$ cat config.mk
export PLATFORM = sky130hd
export DESIGN_NAME = rv_sram_ctrl
export DESIGN_NICKNAME = d
export VERILOG_FILES = /design/src/rtl/rv_pkg.sv /design/src/rtl/rv_sram_ctrl.sv
export SDC_FILE = /design/constraint.sdc
export NUM_CORES = 1
export LEC_CHECK = 0
export CORE_MARGIN = 8
export CORE_UTILIZATION = 52
export CTS_CLUSTER_SIZE = 14
export DETAILED_ROUTE_END_ITERATION = 10
export GPL_TIMING_DRIVEN = 0
export HOLD_SLACK_MARGIN = 0.03
export MAX_ROUTING_LAYER = met4
export PLACE_DENSITY = 0.86
export RECOVER_POWER = 25
export SLEW_MARGIN = 20
export SYNTH_ARGS = -nofsm -noshare
export SYNTH_HDL_FRONTEND = slang
export SYNTH_SLANG_ARGS = --single-unit
$ cat constraint.sdc
create_clock -name clk -period 4.2 [get_ports clk]
set_input_delay 1.05 -clock clk [delete_from_list [all_inputs] [get_ports clk]]
set_output_delay 1.05 -clock clk [all_outputs]
set_load 0.05 [all_outputs]
$ cat src/rtl/rv_pkg.sv
// Shared RV SoC definitions: data width and SRAM bridge types.
package rv_pkg;

    localparam int unsigned XLEN        = 32;
    localparam int unsigned SRAM_AW_DEF = 20;

    // SRAM bridge FSM; write states are qualified by a separate half flag
    typedef enum logic [2:0] {
        StIdle,
        StRdLo,
        StRdHi,
        StWrSetup,
        StWrPulse,
        StWrHold,
        StDone
    } sram_state_t;

endpackage

$ cat src/rtl/rv_sram_ctrl.sv
// 32-bit word bus to 16-bit asynchronous SRAM bridge.
// Each word access is split into a low-half then a high-half SRAM cycle.
// All SRAM strobes, address and write data are driven straight from flops.
// Build option: RV_SRAM_SKIP_HALF_EN skips write halves with no byte enables.
module rv_sram_ctrl
    import rv_pkg::*;
#(
    parameter int unsigned WAIT_CYCLES = 2,
    parameter int unsigned SRAM_AW     = SRAM_AW_DEF
) (
    input  logic               clk,
    input  logic               arstn_i,
    input  logic               req_i,
    output logic               ready_o,
    input  logic               we_i,
    input  logic [XLEN-1:0]    addr_i,
    input  logic [31:0]        wdata_i,
    input  logic [3:0]         be_i,
    output logic               rvalid_o,
    output logic [31:0]        rdata_o,
    output logic [SRAM_AW-1:0] sram_addr,
    input  logic [15:0]        sram_data_i,
    output logic [15:0]        sram_data_o,
    output logic               sram_ce_n,
    output logic               sram_oe_n,
    output logic               sram_we_n,
    output logic               sram_ub_n,
    output logic               sram_lb_n
);

    localparam int unsigned   CW      = (WAIT_CYCLES > 1) ? $clog2(WAIT_CYCLES) : 1;
    localparam logic [CW-1:0] CntLoad = CW'(WAIT_CYCLES - 1);

    sram_state_t   state_q;
    logic          half_q;
    logic [CW-1:0] cnt_q;
    logic [18:0]   idx_q;
    logic [31:0]   wdata_q;
    logic [3:0]    be_q;
    logic [15:0]   rd_lo_q;
    logic          hi_run;
    logic          unused_addr;

    // Only the word index of the byte address reaches the SRAM
    assign unused_addr = ^{addr_i[XLEN-1:21], addr_i[1:0]};

    assign ready_o = (state_q == StIdle);

    // Whether the high write half runs after the low half
`ifdef RV_SRAM_SKIP_HALF_EN
    assign hi_run = |be_q[3:2];
`else
    assign hi_run = 1'b1;
`endif

    // Access sequencer with registered SRAM strobes and completion outputs
    always_ff @(posedge clk or negedge arstn_i) begin
        if (!arstn_i) begin
            state_q     <= StIdle;
            half_q      <= 1'b0;
            cnt_q       <= CntLoad;
            idx_q       <= '0;
            wdata_q     <= '0;
            be_q        <= '0;
            rd_lo_q     <= '0;
            rvalid_o    <= 1'b0;
            rdata_o     <= '0;
            sram_addr   <= '0;
            sram_data_o <= '0;
            sram_ce_n   <= 1'b1;
            sram_oe_n   <= 1'b1;
            sram_we_n   <= 1'b1;
            sram_ub_n   <= 1'b1;
            sram_lb_n   <= 1'b1;
        end else begin
            unique case (state_q)
                StIdle: begin
                    rvalid_o <= 1'b0;
                    if (req_i) begin
                        idx_q   <= addr_i[20:2];
                        wdata_q <= wdata_i;
                        be_q    <= be_i;
                        cnt_q   <= CntLoad;
                        if (!we_i) begin
                            // Reads always fetch both halves with both lanes on
                            state_q   <= StRdLo;
                            half_q    <= 1'b0;
                            sram_addr <= SRAM_AW'({addr_i[20:2], 1'b0});
                            sram_ce_n <= 1'b0;
                            sram_oe_n <= 1'b0;
                            sram_ub_n <= 1'b0;
                            sram_lb_n <= 1'b0;
                        end else if (be_i == 4'b0000) begin
                            state_q  <= StDone;
                            rvalid_o <= 1'b1;
`ifdef RV_SRAM_SKIP_HALF_EN
                        end else if (be_i[1:0] == 2'b00) begin
                            state_q     <= StWrSetup;
                            half_q      <= 1'b1;
                            sram_addr   <= SRAM_AW'({addr_i[20:2], 1'b1});
                            sram_data_o <= wdata_i[31:16];
                            sram_ce_n   <= 1'b0;
                            sram_ub_n   <= ~be_i[3];
                            sram_lb_n   <= ~be_i[2];
`endif
                        end else begin
                            state_q     <= StWrSetup;
                            half_q      <= 1'b0;
                            sram_addr   <= SRAM_AW'({addr_i[20:2], 1'b0});
                            sram_data_o <= wdata_i[15:0];
                            sram_ce_n   <= 1'b0;
                            sram_ub_n   <= ~be_i[1];
                            sram_lb_n   <= ~be_i[0];
                        end
                    end
                end
                StRdLo: begin
                    if (cnt_q == '0) begin
                        rd_lo_q   <= sram_data_i;
                        state_q   <= StRdHi;
                        half_q    <= 1'b1;
                        sram_addr <= SRAM_AW'({idx_q, 1'b1});
                        cnt_q     <= CntLoad;
                    end else begin
                        cnt_q <= cnt_q - CW'(1);
                    end
                end
                StRdHi: begin
                    if (cnt_q == '0) begin
                        rdata_o   <= {sram_data_i, rd_lo_q};
                        state_q   <= StDone;
                        rvalid_o  <= 1'b1;
                        cnt_q     <= CntLoad;
                        sram_ce_n <= 1'b1;
                        sram_oe_n <= 1'b1;
                        sram_ub_n <= 1'b1;
                        sram_lb_n <= 1'b1;
                    end else begin
                        cnt_q <= cnt_q - CW'(1);
                    end
                end
                StWrSetup: begin
                    state_q   <= StWrPulse;
                    cnt_q     <= CntLoad;
                    sram_we_n <= 1'b0;
                end
                StWrPulse: begin
                    if (cnt_q == '0) begin
                        state_q   <= StWrHold;
                        cnt_q     <= CntLoad;
                        sram_we_n <= 1'b1;
                    end else begin
                        cnt_q <= cnt_q - CW'(1);
                    end
                end
                StWrHold: begin
                    cnt_q <= CntLoad;
                    if (!half_q && hi_run) begin
                        state_q     <= StWrSetup;
                        half_q      <= 1'b1;
                        sram_addr   <= SRAM_AW'({idx_q, 1'b1});
                        sram_data_o <= wdata_q[31:16];
                        sram_ub_n   <= ~be_q[3];
                        sram_lb_n   <= ~be_q[2];
                    end else begin
                        state_q   <= StDone;
                        rvalid_o  <= 1'b1;
                        sram_ce_n <= 1'b1;
                        sram_oe_n <= 1'b1;
                        sram_we_n <= 1'b1;
                        sram_ub_n <= 1'b1;
                        sram_lb_n <= 1'b1;
                    end
                end
                StDone: begin
                    state_q  <= StIdle;
                    rvalid_o <= 1'b0;
                    cnt_q    <= CntLoad;
                end
                default: begin
                    state_q <= StIdle;
                end
            endcase
        end
    end

endmodule

---- Word level (Yosys, flattened, before mapping) ----
Cells that the tools add are included.
cells by class
  add/sub/neg operators ................... 1
  equal/unequal tests ..................... 16
  muxes and demuxes ....................... 47
  bitwise gates (word level) .............. 5
  reductions and logical operators ........ 23
operators by type and width
  kind                                                             count
  20-bit 2-to-1 mux                                                5
  16-bit 2-to-1 mux                                                4
  20-bit one-hot mux with 3 select lines                           1
  16-bit one-hot mux with 2 select lines                           1
  3-bit 2-to-1 mux                                                 7
  1-bit one-hot mux with 3 select lines                            7
  1-bit 2-to-1 mux                                                 20
  5-bit AND reduction                                              4
  3-bit one-hot mux with 6 select lines                            1
  2-bit != test, second input constant                             8
  4-bit AND reduction                                              3
  3-bit nonzero test                                               4
  3-bit == test, second input constant                             3
  2-bit AND reduction                                              4
  3-bit by 2-bit == test with 1-bit output, second input constant  2
  3-bit AND reduction                                              2
  3-bit OR reduction                                               2
  1-bit NOT                                                        5
  4-bit logical NOT                                                1
  1-bit one-hot mux with 4 select lines                            1
  4-bit nonzero test                                               1
  3-bit by 1-bit == test with 1-bit output, second input constant  1
  3-bit logical NOT                                                1
  3-bit != test, second input constant                             1
  3 further kinds                                                  3
word-level totals
  register bits after elaboration ......... 150
  input bits .............................. 88
  output and inout port bits .............. 75

---- Longest topological paths before layout ----
Gate-level depths: netlist of run 1.
  word-level depth ........................ 5
  depth in mapped cells ................... 7

---- Worst setup path before layout of run 1 ----
OpenSTA, ideal clock, no wires.
  path type ............................... register to output
  start point ............................. reg state_q[2]
  end point ............................... out ready_o
  arrival time ............................ 1.404 ns
  path slack .............................. 1.746 ns
  cell stages (with the launch flop) ...... 4
  cell sequence ........................... dfrtp_1 buf_6 or2_4 nor2_1
on the way
  longest elaborated chain between the ends .. 1
ends and longest elaborated chain
  element                   line                RTL
  start: declaration        rv_sram_ctrl.sv:34  sram_state_t state_q;
  start signal: assignment  rv_sram_ctrl.sv:59  state_q <= StIdle;
  start signal: assignment  rv_sram_ctrl.sv:86  state_q <= StRdLo;
  start signal: assignment  rv_sram_ctrl.sv:94  state_q <= StDone;
  3-bit logical NOT         rv_sram_ctrl.sv:47  assign ready_o = (state_q == StIdle);
  end: declaration          rv_sram_ctrl.sv:14  output logic ready_o,
No other way between the ends.

---- Final worst setup path of run 1 ----
  start point ............................. reg state_q[1]
  end point ............................... out ready_o
The elaborated chain is that of the path after synthesis.

==> impl_metrics.py, run 1 <==
metrics = {
    "synth": {
        "syn_nets": 552,
        "synth-seq-cells": 132,
        "synth_edf_count": 0,
        "synth_area_leaders": "dfrtp_1 55%, mux2_2 22%, nand2_1 7.7%, dfstp_2 2.7%, mux2_4 2.6%",
        "synthMostInstantiatedCell": "dfrtp_1",
        "ys_seq_area_frac": 0.576,
        "synthArstFlopShare": 1.00,
        "synth_flop_cell": "dfrtp_1",
        "yosys_warnings": 0,
        "avgSynthCellArea_um2": 12.4,
        "yosysUniqueCellTypes": 39,
        "synthDominantCellAreaShare": 0.548,
        "synth_area_um2": 5750,
        "yosysTopAreaCell": "dfrtp_1",
        "syn_inst": 464,
        "netlist_top_cells_count": "126 x dfrtp_1, 118 x nand2_1, 111 x mux2_2, 11 x buf_2, 11 x clkbuf_1",
    },
    "setup_path": {
        "critPathMaxStageDelay_ns": 0.83,
        "cpMaxStageDelayCell": "clkdlybuf4s50_1",
        "r2r-end": "sram_addr[8]",
        "critPathLaunchType": "flip-flop",
        "reg2reg_from": "cnt_q",
        "reg2reg_depth": 5,
        "worstPathRequired_ns": 3.15,
        "arrival_ns": 2.27,
        "crit_chain": "buf_2 > clkbuf_1 > nor2_1 > clkdlybuf4s50_1",
        "critPathMaxFanout": 10,
        "r2r_slack_ns": 2.06,
        "crit_path_end_kind": "primary output",
        "worst-setup-path-type": "flip-flop to primary output",
    },
    "place": {
        "gp_congestion": 0.917,
        "dp_hpwl_mm": 10.2,
        "pre_cts_ws_ns": 0.935,
        "io_buffers": 148,
    },
    "min_path": {
        "hold_path_class": "flip-flop to flip-flop",
        "worstHoldStart": "rd_lo_q[5]",
        "whs_endpoint": "rd_lo_q[5]",
        "whs_path_depth": 1,
    },
    "run_status": {
        "status": "complete, but fails checks",
        "violations": "capacitance limit, slew limit",
    },
    "floorplanning": {
        "die_area_um2": 14700,
        "fp.dieH_um": 121,
        "die_w_um": 121,
        "core_area_um2": 10800,
        "start_util": 0.530,
        "row_count": 38,
        "ios": 163,
    },
    "finish": {
        "drive_gt1_frac": 0.269,
        "final_nets": 720,
        "diodes": 0,
        "syn2layout_area_growth_pct": 38.5,
        "final_core_util": 0.735,
    },
    "drt": {
        "drtIter0Drc": 216,
        "vias_per_cell": 5.27,
        "drtAntennaViolNets": 0,
        "drt_pass1_iterations": 4,
        "drc": 0,
        "avgRoutedWirePerCell_um": 18.1,
        "routed_wl_mm": 14.2,
        "vias": 4123,
    },
    "global_routing": {
        "grt_pass1_wl_mm": 23.1,
        "grt_max_degree": 82,
        "first_global_vias": 4515,
        "gr-total-overflow": 0,
        "grt_usage": 0.207,
        "antenna_found_initial": 0,
    },
    "clock_tree": {
        "cts_buffers": 17,
        "clkLatencyLatePin_ns": 0.52,
        "cts_resized": 0,
        "clk_pin_slew_ns": 0.06,
        "cts_max_path_buffers": 2,
        "cts_tree": "yes",
        "postCtsSetupBuffers": 0,
        "cts_sinks": 132,
        "htreeDepth": 4,
        "cts_root_buffer": "clkbuf_8",
        "holdBufCountCts": 0,
    },
    "timing": {
        "fmax_mhz": 301,
        "tightest_slew_ns": 2.84,
        "finalCriticalPeriod_ns": 3.32,
        "maxSlewViolCount": 52,
        "finalClockSkew_ns": 0.00579,
        "final-hold-violation-count": 0,
        "maxSlewHeadroom": -0.891,
        "fin_ws_ns": 0.883,
        "rsz0062_at_grt": "false",
        "setup_viol": 0,
        "fin_crit_sh": 0.790,
    },
    "power": {
        "irDropWorstVdd_v": 0.000557,
        "p_per_area_nw_per_um2": 932,
        "leakagePower_nw": 3.49,
    },
    "run": {
        "drv_cap": 1,
    },
}
## cell type report
class,instances,area [um2]
flip-flops and latches,132,3310
fillers,766,2870
multi-input cells,301,2280
repair buffers,149,1500
clock buffers,24,460
well taps,140,175
plain buffers,27,146
clock inverters,5,77.6
inverters,4,15.0
## critical path: cells and delay by family (launching register included)
kind / cells / cell delay (ns)
buffers and inverters: 3 / 1.24
DFF: 1 / 0.37
and+or+nand+nor: 1 / 0.14
## logic make-up (layout without fill, tap and decap cells)
family | after synthesis | in the layout | share of synthesized area
simple gates | 146 | 146 | 0.111
flops | 132 | 132 | 0.576
mux | 122 | 122 | 0.245
compound gates | 33 | 33 | 0.0403
buf+inv | 31 | 209 | 0.0281
## flip-flops by register name (all words and copies together) (netlist names)
name and count:
sram_ce_n 1, sram_lb_n 1, idx_q 19, rd_lo_q 16, cnt_q 1, sram_data_o 16
rdata_o 32, state_q 3, sram_we_n 1, wdata_q 16, sram_oe_n 1, half_q 1
sram_ub_n 1, rvalid_o 1, be_q 2, sram_addr 20
## routing by layer
metal  part of all wire  GRT usage  vias up
li1                   -          -     1918
met2               0.50      0.333      142
met4              0.012     0.0856        0
met3              0.071     0.0661       13
met1               0.42      0.234     2050
met5                  0          -        -
## through the flow
step                      cells  power (W)  hold slack (ns)  instance area, um2  TNS [ns]
after floorplan             464    0.00487            0.474                5750         0
after detailed placement    753    0.00610            0.491                7440         0
after global placement      752    0.00597            0.469                7410   -365.45
final                       782    0.00743            0.501                7970         0
after global routing        782    0.00780            0.514                7970         0
after CTS                   782    0.00750            0.464                7970         0
## worst max path at each step
stage                          start       endpoint  slack [ns]  depth (start not counted)
after floorplan           state_q[2]        ready_o        1.75                          3
after global placement       arstn_i  sram_addr[10]       -2.85                          1
after detailed placement       req_i   sram_addr[8]        0.94                          6
after CTS                 state_q[1]        ready_o        0.82                          4
after global routing         arstn_i       idx_q[3]        0.54                          1
final                     state_q[1]        ready_o        0.88                          4
## power breakdown
group	leakage [nW]	total, W	internal (W)	switching [W]
clock network	0.261	0.00136	0.000863	0.000499
registers	1.58	0.00228	0.00194	0.000344
logic	1.66	0.00378	0.00156	0.00223
## layout by cell type (no fill, tap or decap), types with 3 or more instances in the layout
cell type	n
dfstp_2	6
dfrtp_1	126
mux2_2	111
nor2_1	9
clkdlybuf4s50_1	147
nand2_1	118
a21oi_1	10
buf_2	11
o21ai_0	7
nor2b_1	4
clkbuf_1	17
clkbuf_8	3
nand2b_1	5
clkbuf_16	16
mux2_4	10
inv_1	4
(Power assumes the default switching activity.)
==> run 2, diff against run 1 <==
--- a/config.mk
+++ b/config.mk
@@ -6,13 +6,13 @@
 export NUM_CORES = 1
 export LEC_CHECK = 0
 export CORE_MARGIN = 8
-export CORE_UTILIZATION = 52
+export CORE_UTILIZATION = 48
 export CTS_CLUSTER_SIZE = 14
 export DETAILED_ROUTE_END_ITERATION = 10
 export GPL_TIMING_DRIVEN = 0
 export HOLD_SLACK_MARGIN = 0.03
 export MAX_ROUTING_LAYER = met4
-export PLACE_DENSITY = 0.86
+export PLACE_DENSITY = 0.8
 export RECOVER_POWER = 25
 export SLEW_MARGIN = 20
 export SYNTH_ARGS = -nofsm -noshare
==> constraint.sdc (replaced) <==
create_clock -name clk -period 3.14 [get_ports clk]
set_input_delay 0.785 -clock clk [delete_from_list [all_inputs] [get_ports clk]]
set_output_delay 0.785 -clock clk [all_outputs]
set_load 0.05 [all_outputs]
==> run 2 against run 1 <==
The flow still finishes with violations (capacitance limit, slew limit). Cell area grew 0.20%. Cell count grew 1.0%. Critical path type unchanged. Critical endpoint unchanged. Global-route usage shrank 1.1 points.
==> impl_metrics.py, run 2 (synthesized netlist as in run 1, its figures left out) <==
metrics = {
    "timing": {
        "maxSlewViolCount": 64,
        "finalClockSkew_ns": 0.0134,
        "fmax_mhz": 339,
        "rsz0062_at_grt": "false",
        "tightest_slew_ns": 1.56,
        "maxSlewHeadroom": -0.0428,
        "final-hold-violation-count": 0,
        "finalCriticalPeriod_ns": 2.95,
        "setup_viol": 0,
        "fin_crit_sh": 0.940,
        "setup-tns-final_ns": 0,
        "timing.hold.ws_ns": 0.487,
    },
    "power": {
        "switching_power_w": 0.00413,
        "p_int_w": 0.00588,
        "finalPower_w": 0.0100,
        "combPwrFrac": 0.508,
        "p_per_area_nw_per_um2": 1250,
        "irDropWorstVdd_v": 0.000757,
        "switching_share": 0.413,
        "seqPwrFrac": 0.306,
        "leakagePower_nw": 3.51,
        "p_clk_frac": 0.187,
    },
    "run": {
        "drv_cap": 1,
    },
    "clock_tree": {
        "htreeDepth": 4,
        "cts_root_buffer": "clkbuf_16",
        "cts_max_path_buffers": 2,
        "holdBufCountCts": 0,
        "clk_pin_slew_ns": 0.05,
        "cts_tree": "yes",
        "postCtsSetupBuffers": 0,
        "clkLatencyLatePin_ns": 0.42,
        "cts_resized": 0,
        "cts_sinks": 132,
        "cts_buffers": 17,
    },
    "global_routing": {
        "antenna_found_initial": 0,
        "grt_max_degree": 71,
        "gr-total-overflow": 0,
        "first_global_vias": 4562,
        "grt_pass1_wl_mm": 23.8,
        "grt_usage": 0.196,
    },
    "finish": {
        "regArea_um2": 3310,
        "final_cell_mix": "147 x clkdlybuf4s50_1, 126 x dfrtp_1, 118 x nand2_1",
        "diodes": 0,
        "syn2layout_area_growth_pct": 38.8,
        "final_nets": 720,
        "regMostFlops": "rdata_o",
        "largest_reg_flops": 32,
        "drive_gt1_frac": 0.275,
        "final_common_cell": "clkdlybuf4s50_1",
        "n_fill_cell": 869,
        "reg_top3": "rdata_o x32, sram_addr x20, idx_q x19",
        "multiInputGateArea_um2": 2280,
    },
    "place": {
        "dp_hpwl_mm": 10.4,
        "gp_congestion": 0.870,
        "io_buffers": 148,
    },
    "setup_path": {
        "arrival_ns": 2.17,
        "critPathMaxFanout": 10,
        "worst-setup-path-type": "flip-flop to primary output",
        "worstPathRequired_ns": 2.35,
        "critPathLaunchType": "flip-flop",
        "crit_path_end_kind": "primary output",
    },
    "drt": {
        "avgRoutedWirePerCell_um": 18.3,
        "drt_pass1_iterations": 4,
        "drc": 0,
        "vias": 4178,
        "drtAntennaViolNets": 0,
        "vias_per_cell": 5.29,
        "drtIter0Drc": 188,
        "routed_wl_mm": 14.5,
    },
    "floorplanning": {
        "die_area_um2": 15700,
        "fp.dieH_um": 125,
        "start_util": 0.485,
        "ios": 163,
        "core_area_um2": 11900,
        "die_w_um": 125,
        "row_count": 40,
    },
    "min_path": {
        "hold_path_class": "flip-flop to flip-flop",
    },
    "run_status": {
        "violations": "capacitance limit, slew limit",
        "status": "complete, but fails checks",
    },
}
-- run 2: path summary, 6_finish.rpt --
path,end,slack [ns],startpoint,cells after the start
worst max-delay path,ready_o,0.19,state_q[1],4
worst min-delay path,rdata_o[16],0.49,rdata_o[16],1
worst max register to register,sram_addr[10],0.93,cnt_q,5
worst min register to register,rdata_o[16],0.49,rdata_o[16],1
max in group asynchronous,sram_addr[6],0.62,arstn_i,2
min in group asynchronous,sram_data_o[8],0.72,arstn_i,1
-- run 2: metrics by stage --
stage / utilization / instance area, um2 / setup slack (ns) / instances
after floorplan: - / 5750 / 0.951 / 464
after global placement: 0.625 / 7420 / -3.74 / 759
after detailed placement: 0.628 / 7450 / 0.105 / 760
after CTS: 0.676 / 8010 / 0.155 / 790
after global routing: 0.673 / 7980 / 0.0880 / 790
final: 0.673 / 7980 / 0.188 / 790
-- run 2: power groups by stage --
stage	Sequential [W]	Combinational, W	Clock (W)
floorplan	0.00461	0.00191	0
global placement	0.00302	0.00499	0
detailed placement	0.00307	0.00510	0
CTS	0.00306	0.00513	0.00192
global route	0.00316	0.00536	0.00198
finish	0.00306	0.00508	0.00187
-- run 2: critical path: stages (launching register included) --
cell	delay (ns)
dfrtp_1	0.35
buf_2	0.19
clkbuf_1	0.23
nor2_1	0.14
clkdlybuf4s50_1	0.84
-- run 2: area by class of cell --
class,instances,area share
Buffer,27,0.0183
Tap cell,147,0.0230
Clock buffer,26,0.0650
Sequential cell,132,0.415
Timing Repair Buffer,149,0.186
Inverter,4,0.00188
Multi-Input combinational cell,301,0.285
Clock inverter,4,0.00564
-- run 2: metal layers --
layer | part of all wire | global-route usage | vias up | routed length (um)
met5 | 0 | - | - | 0
met1 | 0.42 | 0.221 | 2062 | 6090
met2 | 0.50 | 0.319 | 178 | 7160
li1 | - | - | 1914 | -
met3 | 0.067 | 0.0705 | 24 | 974
met4 | 0.017 | 0.0602 | 0 | 242
